### config.mk
export PLATFORM = sky130hd
export DESIGN_NAME = program_loader_flat
export DESIGN_NICKNAME = d
export VERILOG_FILES = /design/src/rtl/program_loader_if.sv /design/src/rtl/program_loader.sv /design/src/flat_wrapper.sv
export SDC_FILE = /design/constraint.sdc
export NUM_CORES = 1
export LEC_CHECK = 0
export ABC_AREA = 0
export BUFFER_PORTS_ARGS = -buffer_cell sky130_fd_sc_hd__buf_2
export CAP_MARGIN = 40
export CORE_ASPECT_RATIO = 0.8
export CORE_MARGIN = 8
export CORE_UTILIZATION = 59
export DETAILED_ROUTE_END_ITERATION = 10
export PLACE_DENSITY = 0.92
export SYNTH_ARGS = -nofsm -noshare
export SYNTH_HDL_FRONTEND = slang
export SYNTH_SLANG_ARGS = --single-unit
### constraint.sdc
create_clock -name clk -period 2.6 [get_ports clk]
set_input_delay 0.39 -clock clk [delete_from_list [all_inputs] [get_ports clk]]
set_output_delay 0.39 -clock clk [all_outputs]
set_load 0.03 [all_outputs]
### src/rtl/program_loader_if.sv
// Byte-stream handshake and IMEM write bus shared between a program_loader,
// its byte source and the instruction memory. The loader uses the slave view.
interface program_loader_if #(
    parameter int ADDR_W = 4,
    parameter int DATA_W = 8
);
    logic              in_valid;
    logic [DATA_W-1:0] in_data;
    logic              in_ready;
    logic              imem_we;
    logic [ADDR_W-1:0] imem_addr;
    logic [DATA_W-1:0] imem_wdata;

    modport master (
        output in_valid, in_data,
        input  in_ready, imem_we, imem_addr, imem_wdata
    );

    modport slave (
        input  in_valid, in_data,
        output in_ready, imem_we, imem_addr, imem_wdata
    );
endinterface

### src/rtl/program_loader.sv
// program_loader: receives a framed byte stream (length, N opcodes, XOR
// checksum), writes the opcodes into IMEM from address 0 and holds the CPU in
// reset until a frame passes its checksum.
// Optional feature macro: LOADER_FILL_EN -- after a good frame, write FILL_WORD
// to every IMEM entry the frame did not cover before releasing the CPU.
module program_loader #(
    parameter int DEPTH  = 16,
    parameter int ADDR_W = 4,
    parameter int DATA_W = 8
`ifdef LOADER_FILL_EN
    ,
    parameter logic [DATA_W-1:0] FILL_WORD = 8'h00
`endif
) (
    input  logic                 clk,
    input  logic                 reset,
    input  logic                 load_start,
    program_loader_if.slave      bus,
    output logic                 cpu_reset,
    output logic                 done,
    output logic                 error
);

    localparam logic [DATA_W-1:0] DEPTH_B = DATA_W'(DEPTH);
`ifdef LOADER_FILL_EN
    localparam logic [ADDR_W:0]   DEPTH_C = (ADDR_W + 1)'(DEPTH);
    localparam logic [ADDR_W:0]   LAST_C  = (ADDR_W + 1)'(DEPTH - 1);
`endif

    typedef enum logic [2:0] {
        S_IDLE,
        S_LEN,
        S_DATA,
        S_CSUM,
`ifdef LOADER_FILL_EN
        S_FILL,
`endif
        S_RUN,
        S_ERR
    } state_t;

    state_t            state, state_next;
    logic [ADDR_W:0]   count;
    logic [ADDR_W:0]   len;
    logic [DATA_W-1:0] csum;
    logic              ready;
    logic              clr;
    logic              len_ld;
    logic              wr_data;
    logic              wr_fill;
    logic              we_q;
    logic [ADDR_W-1:0] addr_q;
    logic [DATA_W-1:0] wdata_q;

    assign bus.in_ready   = ready;
    assign bus.imem_we    = we_q;
    assign bus.imem_addr  = addr_q;
    assign bus.imem_wdata = wdata_q;

    // State register
    always_ff @(posedge clk) begin
        if (!reset) state <= S_IDLE;
        else        state <= state_next;
    end

    // Next-state decode plus state-derived outputs and datapath strobes
    always_comb begin
        state_next = state;
        ready      = 1'b0;
        cpu_reset  = 1'b1;
        done       = 1'b0;
        error      = 1'b0;
        clr        = 1'b0;
        len_ld     = 1'b0;
        wr_data    = 1'b0;
        wr_fill    = 1'b0;
        case (state)
            S_IDLE: begin
                if (load_start) begin
                    state_next = S_LEN;
                    clr        = 1'b1;
                end
            end
            S_LEN: begin
                ready = 1'b1;
                if (bus.in_valid) begin
                    if (bus.in_data == '0 || bus.in_data > DEPTH_B) begin
                        state_next = S_ERR;
                    end else begin
                        len_ld     = 1'b1;
                        state_next = S_DATA;
                    end
                end
            end
            S_DATA: begin
                ready = 1'b1;
                if (bus.in_valid) begin
                    wr_data = 1'b1;
                    if ((count + 1'b1) == len) state_next = S_CSUM;
                end
            end
            S_CSUM: begin
                ready = 1'b1;
                if (bus.in_valid) begin
                    if (bus.in_data == csum) begin
`ifdef LOADER_FILL_EN
                        state_next = (len == DEPTH_C) ? S_RUN : S_FILL;
`else
                        state_next = S_RUN;
`endif
                    end else begin
                        state_next = S_ERR;
                    end
                end
            end
`ifdef LOADER_FILL_EN
            S_FILL: begin
                wr_fill = 1'b1;
                if (count == LAST_C) state_next = S_RUN;
            end
`endif
            S_RUN: begin
                cpu_reset = 1'b0;
                done      = 1'b1;
                if (load_start) begin
                    state_next = S_LEN;
                    clr        = 1'b1;
                end
            end
            S_ERR: begin
                error = 1'b1;
                if (load_start) begin
                    state_next = S_LEN;
                    clr        = 1'b1;
                end
            end
            default: state_next = S_IDLE;
        endcase
    end

    // Frame datapath: length, running checksum, write counter and the
    // registered IMEM write port (one cycle behind the accepted byte)
    always_ff @(posedge clk) begin
        if (!reset) begin
            count   <= '0;
            len     <= '0;
            csum    <= '0;
            we_q    <= 1'b0;
            addr_q  <= '0;
            wdata_q <= '0;
        end else begin
            we_q <= 1'b0;
            if (clr) begin
                count <= '0;
                csum  <= '0;
            end
            if (len_ld) len <= bus.in_data[ADDR_W:0];
            if (wr_data) begin
                we_q    <= 1'b1;
                addr_q  <= count[ADDR_W-1:0];
                wdata_q <= bus.in_data;
                csum    <= csum ^ bus.in_data;
                count   <= count + 1'b1;
            end
`ifdef LOADER_FILL_EN
            if (wr_fill) begin
                we_q    <= 1'b1;
                addr_q  <= count[ADDR_W-1:0];
                wdata_q <= FILL_WORD;
                count   <= count + 1'b1;
            end
`endif
        end
    end

endmodule

### src/flat_wrapper.sv
// flat-port wrapper written by rule: the top's interface ports become plain ports
module program_loader_flat 
#(
    parameter int DEPTH  = 16,
    parameter int ADDR_W = 4,
    parameter int DATA_W = 8

)
  (clk, reset, load_start, cpu_reset, done, error, bus_in_valid, bus_in_data, bus_in_ready, bus_imem_we, bus_imem_addr, bus_imem_wdata);
  program_loader_if #(.ADDR_W(ADDR_W), .DATA_W(DATA_W)) bus_i ();
  input  logic clk;
  input  logic reset;
  input  logic load_start;
  output logic cpu_reset;
  output logic done;
  output logic error;
  input wire logic [$bits(bus_i.in_valid)-1:0] bus_in_valid;
  input wire logic [$bits(bus_i.in_data)-1:0] bus_in_data;
  output wire logic [$bits(bus_i.in_ready)-1:0] bus_in_ready;
  output wire logic [$bits(bus_i.imem_we)-1:0] bus_imem_we;
  output wire logic [$bits(bus_i.imem_addr)-1:0] bus_imem_addr;
  output wire logic [$bits(bus_i.imem_wdata)-1:0] bus_imem_wdata;
  assign bus_i.in_valid = bus_in_valid;
  assign bus_i.in_data = bus_in_data;
  assign bus_in_ready = bus_i.in_ready;
  assign bus_imem_we = bus_i.imem_we;
  assign bus_imem_addr = bus_i.imem_addr;
  assign bus_imem_wdata = bus_i.imem_wdata;
  program_loader #(.DEPTH(DEPTH), .ADDR_W(ADDR_W), .DATA_W(DATA_W)) u_core (.clk(clk), .reset(reset), .load_start(load_start), .bus(bus_i), .cpu_reset(cpu_reset), .done(done), .error(error));
endmodule
Word level (Yosys, flattened, before mapping)
Index checks and enable logic that the tools add are counted.
{"block": "word_totals", "word_cells": 53, "regBits": 34, "output_inout_bits": 17, "in_bits": 12}
{"block": "op_classes", "bitwise_logic": 1, "add_sub_neg": 1, "n_eq_ne": 12, "reduce_logical": 7, "n_mux": 24, "order_cmp": 1}
{"op": "3-bit two-way mux", "count": 6}
{"op": "8-bit two-way mux", "count": 2}
{"op": "1-bit two-way mux", "count": 13}
{"op": "3-bit case mux with 4 select lines", "count": 1}
{"op": "5-bit two-way mux", "count": 2}
{"op": "8-bit == test", "count": 1}
{"op": "8-bit by 5-bit greater-than comparator with 1-bit output, second input constant", "count": 1}
{"op": "8-bit logical NOT", "count": 1}
{"op": "8-bit XOR", "count": 1}
{"op": "3-bit by 2-bit == test with 1-bit output, second input constant", "count": 2}
{"op": "3-bit == test, second input constant", "count": 2}
{"op": "2-bit != test, second input constant", "count": 3}
{"op": "3-bit OR reduction", "count": 2}
{"op": "5-bit by 1-bit adder with 5-bit output, second input constant", "count": 1}
{"op": "5-bit == test", "count": 1}
{"op": "5-bit AND reduction", "count": 1}
{"op": "2-bit by 1-bit != test with 1-bit output, second input constant", "count": 2}
{"op": "3-bit by 1-bit == test with 1-bit output, second input constant", "count": 1}
{"op": "3-bit logical NOT", "count": 1}
{"op": "2-bit nonzero test", "count": 1}
{"op": "1-bit logical OR", "count": 1}

Depth between registers and ports, before layout
{"block": "logic_depth", "word_depth": 5, "ltp_mapped": 7, "mapped_depth_nobuf": 5}

Least setup slack after synthesis
Ideal clock, no wire load.
{"block": "synth_path", "path_kind": "register to output", "start": "reg u_core.state[2]", "end": "out cpu_reset", "path_stages_with_launch": 4, "arrival_time_ns": 1.784, "required_time_ns": 2.210, "path_slack_ns": 0.426, "path_buffers": 1, "path_cell_list": "dfxtp_1 > clkbuf_1 > nor3b_1 > inv_1"}
{"block": "synth_via", "elab_chain_cells": 2}
{"element": "start, declared", "line_no": "program_loader.sv:42", "rtl": "state_t state, state_next;"}
{"element": "start signal, assigned", "line_no": "program_loader.sv:63", "rtl": "else state <= state_next;"}
{"element": "3-bit == test", "line_no": "program_loader.sv:77", "rtl": "case (state)"}
{"element": "1-bit two-way mux", "line_no": "program_loader.sv:77"}
{"element": "end, declared", "line_no": "flat_wrapper.sv:14", "rtl": "output logic cpu_reset;"}
Every way passes these cells.

Final worst setup path
{"block": "layout_path", "start": "reg u_core.state[2]", "end": "out done"}
{"block": "layout_via", "elab_chain_cells": 2}
{"element": "3-bit == test", "line_no": "program_loader.sv:77"}
{"element": "1-bit two-way mux", "line_no": "program_loader.sv:77"}
{"element": "end, declared", "line_no": "flat_wrapper.sv:15", "rtl": "output logic done;"}
Every way passes these cells.

==> flow_metrics.tcl <==
set metrics [dict create \
    firstDrtPassIters 4 \
    crit_chain "nor3b_1, buf_2" \
    yosysWarnings 0 \
    hold_viol 0 \
    drt_iter0_markers 152 \
    synth-edff-count 0 \
    min_to "u_core.bus.imem_wdata[7]" \
    cts_setup_buffers 0 \
    vias 1592 \
    critical_path_class "reg -> out" \
    netlist_instances 217 \
    rsz0062_at_grt "false" \
    crit_path_start_kind "register" \
    dieArea_sq_um 4860 \
    holdWs_ps 354 \
    synth_cell_type_count 32 \
    fillerInstances 238 \
    endpoint_kind "output pin" \
    cp.required_ps 2210 \
    drive_gt1_share_pct 16.8 \
    fin_nets 251 \
    yosys-top-cells-area "dfxtp_1, a21oi_1, nand2_1, xnor2_1, o21ai_0" \
    tightest_slew_ps 566 \
    synth-seq-area-share_pct 40.1 \
    ant_nets 0 \
    maxSlewViolCount 0 \
    yosysMostFrequentCell "nand2_1" \
    post_cts_resized 0 \
    syn2layout_area_growth_pct 10.6 \
    clockBufferDepth 2 \
    ys.flop_type "dfxtp_1" \
    detail_route.wl_per_cell_um 14.8 \
    numCtsBuffers 5 \
    hpwl_um 2830 \
    first_global_vias 1492 \
    fin_skew_ps 8.38 \
    cts_sinks 34 \
    viasPerCell 5.77 \
    fmax_ghz 0.529 \
    critPathSlowestCell "dfxtp_1" \
    setup_viol 0 \
    core-area_sq_um 2740 \
    totalWireLength_um 4080 \
    async_flop_share_pct 0 \
    holdPathStages 3 \
    yosys.area.top_type "dfxtp_1" \
    netlist.area_leader.share_pct 40.1 \
    row_count 17 \
    crit_fanout 14 \
    finalSetupTns_ps 0 \
    period_needed_ps 1890 \
    ys_ff_latch 34 \
    slowest_delay_ps 590 \
    hold_path_class "in -> reg" \
    period_share_pct 72.8 \
    power_density_nw_per_um2 472 \
    timing.rr.start "u_core.state[1]" \
    cts_root_buf "clkbuf_4" \
    rr_worst_depth 4 \
    grt_max_degree 29 \
    synth.avg_cell_area_sq_um 7.81 \
    drt_drc_violations_left 0 \
    hp-start "bus_in_data[7]" \
    io_buffers 28 \
    num_antenna_cells 0 \
    power_leakage_nw 0.659 \
    grt_pass1_wl_um 6760 \
    syn-num-nets 230 \
    pin_count 29 \
    outcome "completed" \
    die_h_um 63.9 \
    peakVddDrop_mv 0.379 \
    tritoncts "built" \
    max_cap_violations 0 \
    grt-ovfl-total 0 \
    slew_headroom_pct 62.2 \
    clk_latency_ps 340 \
    cts_hold_buf 0 \
    reg2reg_to "u_core.len[1]" \
    ff2ff_setup_slack_ps 860 \
    routabilityCongestion 0.843 \
    grtUsageTotal_pct 16.5 \
    critPathArrivalTime_ps 1500 \
    fp.dieW_um 75.9 \
    h-tree-depth 2 \
    netlist_area_sq_um 1700 \
    synthTopCellsByCount "nand2_1, a21oi_1, dfxtp_1, o21ai_0, nor2_1" \
    clk_pin_slew_worst_paths_ps 90 \
    initial_utilization_pct 61.8 \
    antenna_found_initial 0 \
]
[sequential cells by signal (all words and copies together) (netlist names)]
| name | flops |
|---|---|
| u_core.len | 5 |
| u_core.bus.imem_wdata | 8 |
| u_core.count | 5 |
| u_core.bus.imem_we | 1 |
| u_core.csum | 8 |
| u_core.state | 3 |
| u_core.bus.imem_addr | 4 |
[critical path: cells and delay by family (launching register included)]
family                 cells  cell delay [ps]
and+or+nand+nor            1              320
DFF                        1              590
buffers and inverters      1              260
[per-layer routing]
| metal | track usage, % | share of wire [%] | up-vias | wire length, um |
|---|---|---|---|---|
| li1 | - | - | 806 | - |
| met1 | 19.1 | 44 | 733 | 1800 |
| met2 | 28.6 | 49 | 48 | 1990 |
| met3 | 4.89 | 6.0 | 5 | 245 |
| met4 | 5.61 | 0.98 | 0 | 40 |
| met5 | 0 | 0 | - | 0 |
[layout make-up]
class                      instances  area, sq um  area share, %
clock buffer                       7         45.0           2.40
inverter                           3         11.3          0.601
multi-input combinational        164          935           49.9
sequential                        34          681           36.3
tap                               38         47.5           2.54
timing repair buffer              30          155           8.28
[layout by cell type, fill, tap and decap left out, drive strengths merged, types with 4 or more instances in the layout]
master / instances
nand4b: 4
nand3: 8
o21ai: 17
dfxtp: 34
buf: 30
clkbuf: 7
nor3: 6
a31oi: 4
nand2: 35
a21oi: 34
nor2: 15
xnor2: 13
[kinds of logic after synthesis]
family	after synthesis	synth area share (%)
xor gates and xnor gates	15	7.75
AOI/OAI and AO/OA	64	20.9
DFF	34	40.1
adders and majority gates	1	0.738
buffers and inverters	19	4.72
and+or+nand+nor	84	25.8
[stage by stage]
step           power [mW]  util (%)  setup WS, ps  cell area, sq um  std cells
2_1_floorplan       0.594         -           426              1700        217
6_report            0.885      68.3           708              1870        276
5_1_grt             0.917      68.3           623              1870        276
3_5_place_dp        0.626      66.7           763              1830        269
4_1_cts             0.891      68.3           738              1870        276
3_3_place_gp        0.625      66.7           840              1830        269
[worst max path at each step]
stage	from	endpoint	slack, ps
final	u_core.state[2]	done	710
after global routing	u_core.state[2]	done	620
after CTS	u_core.state[2]	done	740
after detailed placement	bus_in_data[5]	u_core.len[1]	760
after global placement	bus_in_data[5]	u_core.len[1]	840
after floorplan	u_core.state[2]	cpu_reset	430
[power breakdown]
part | total (mW) | switching, mW | internal, mW
sequential | 0.530 | 0.00692 | 0.523
combinational | 0.0853 | 0.0580 | 0.0273
clock | 0.269 | 0.167 | 0.102
total | 0.885 | 0.232 | 0.653
(Power assumes the default switching activity.)
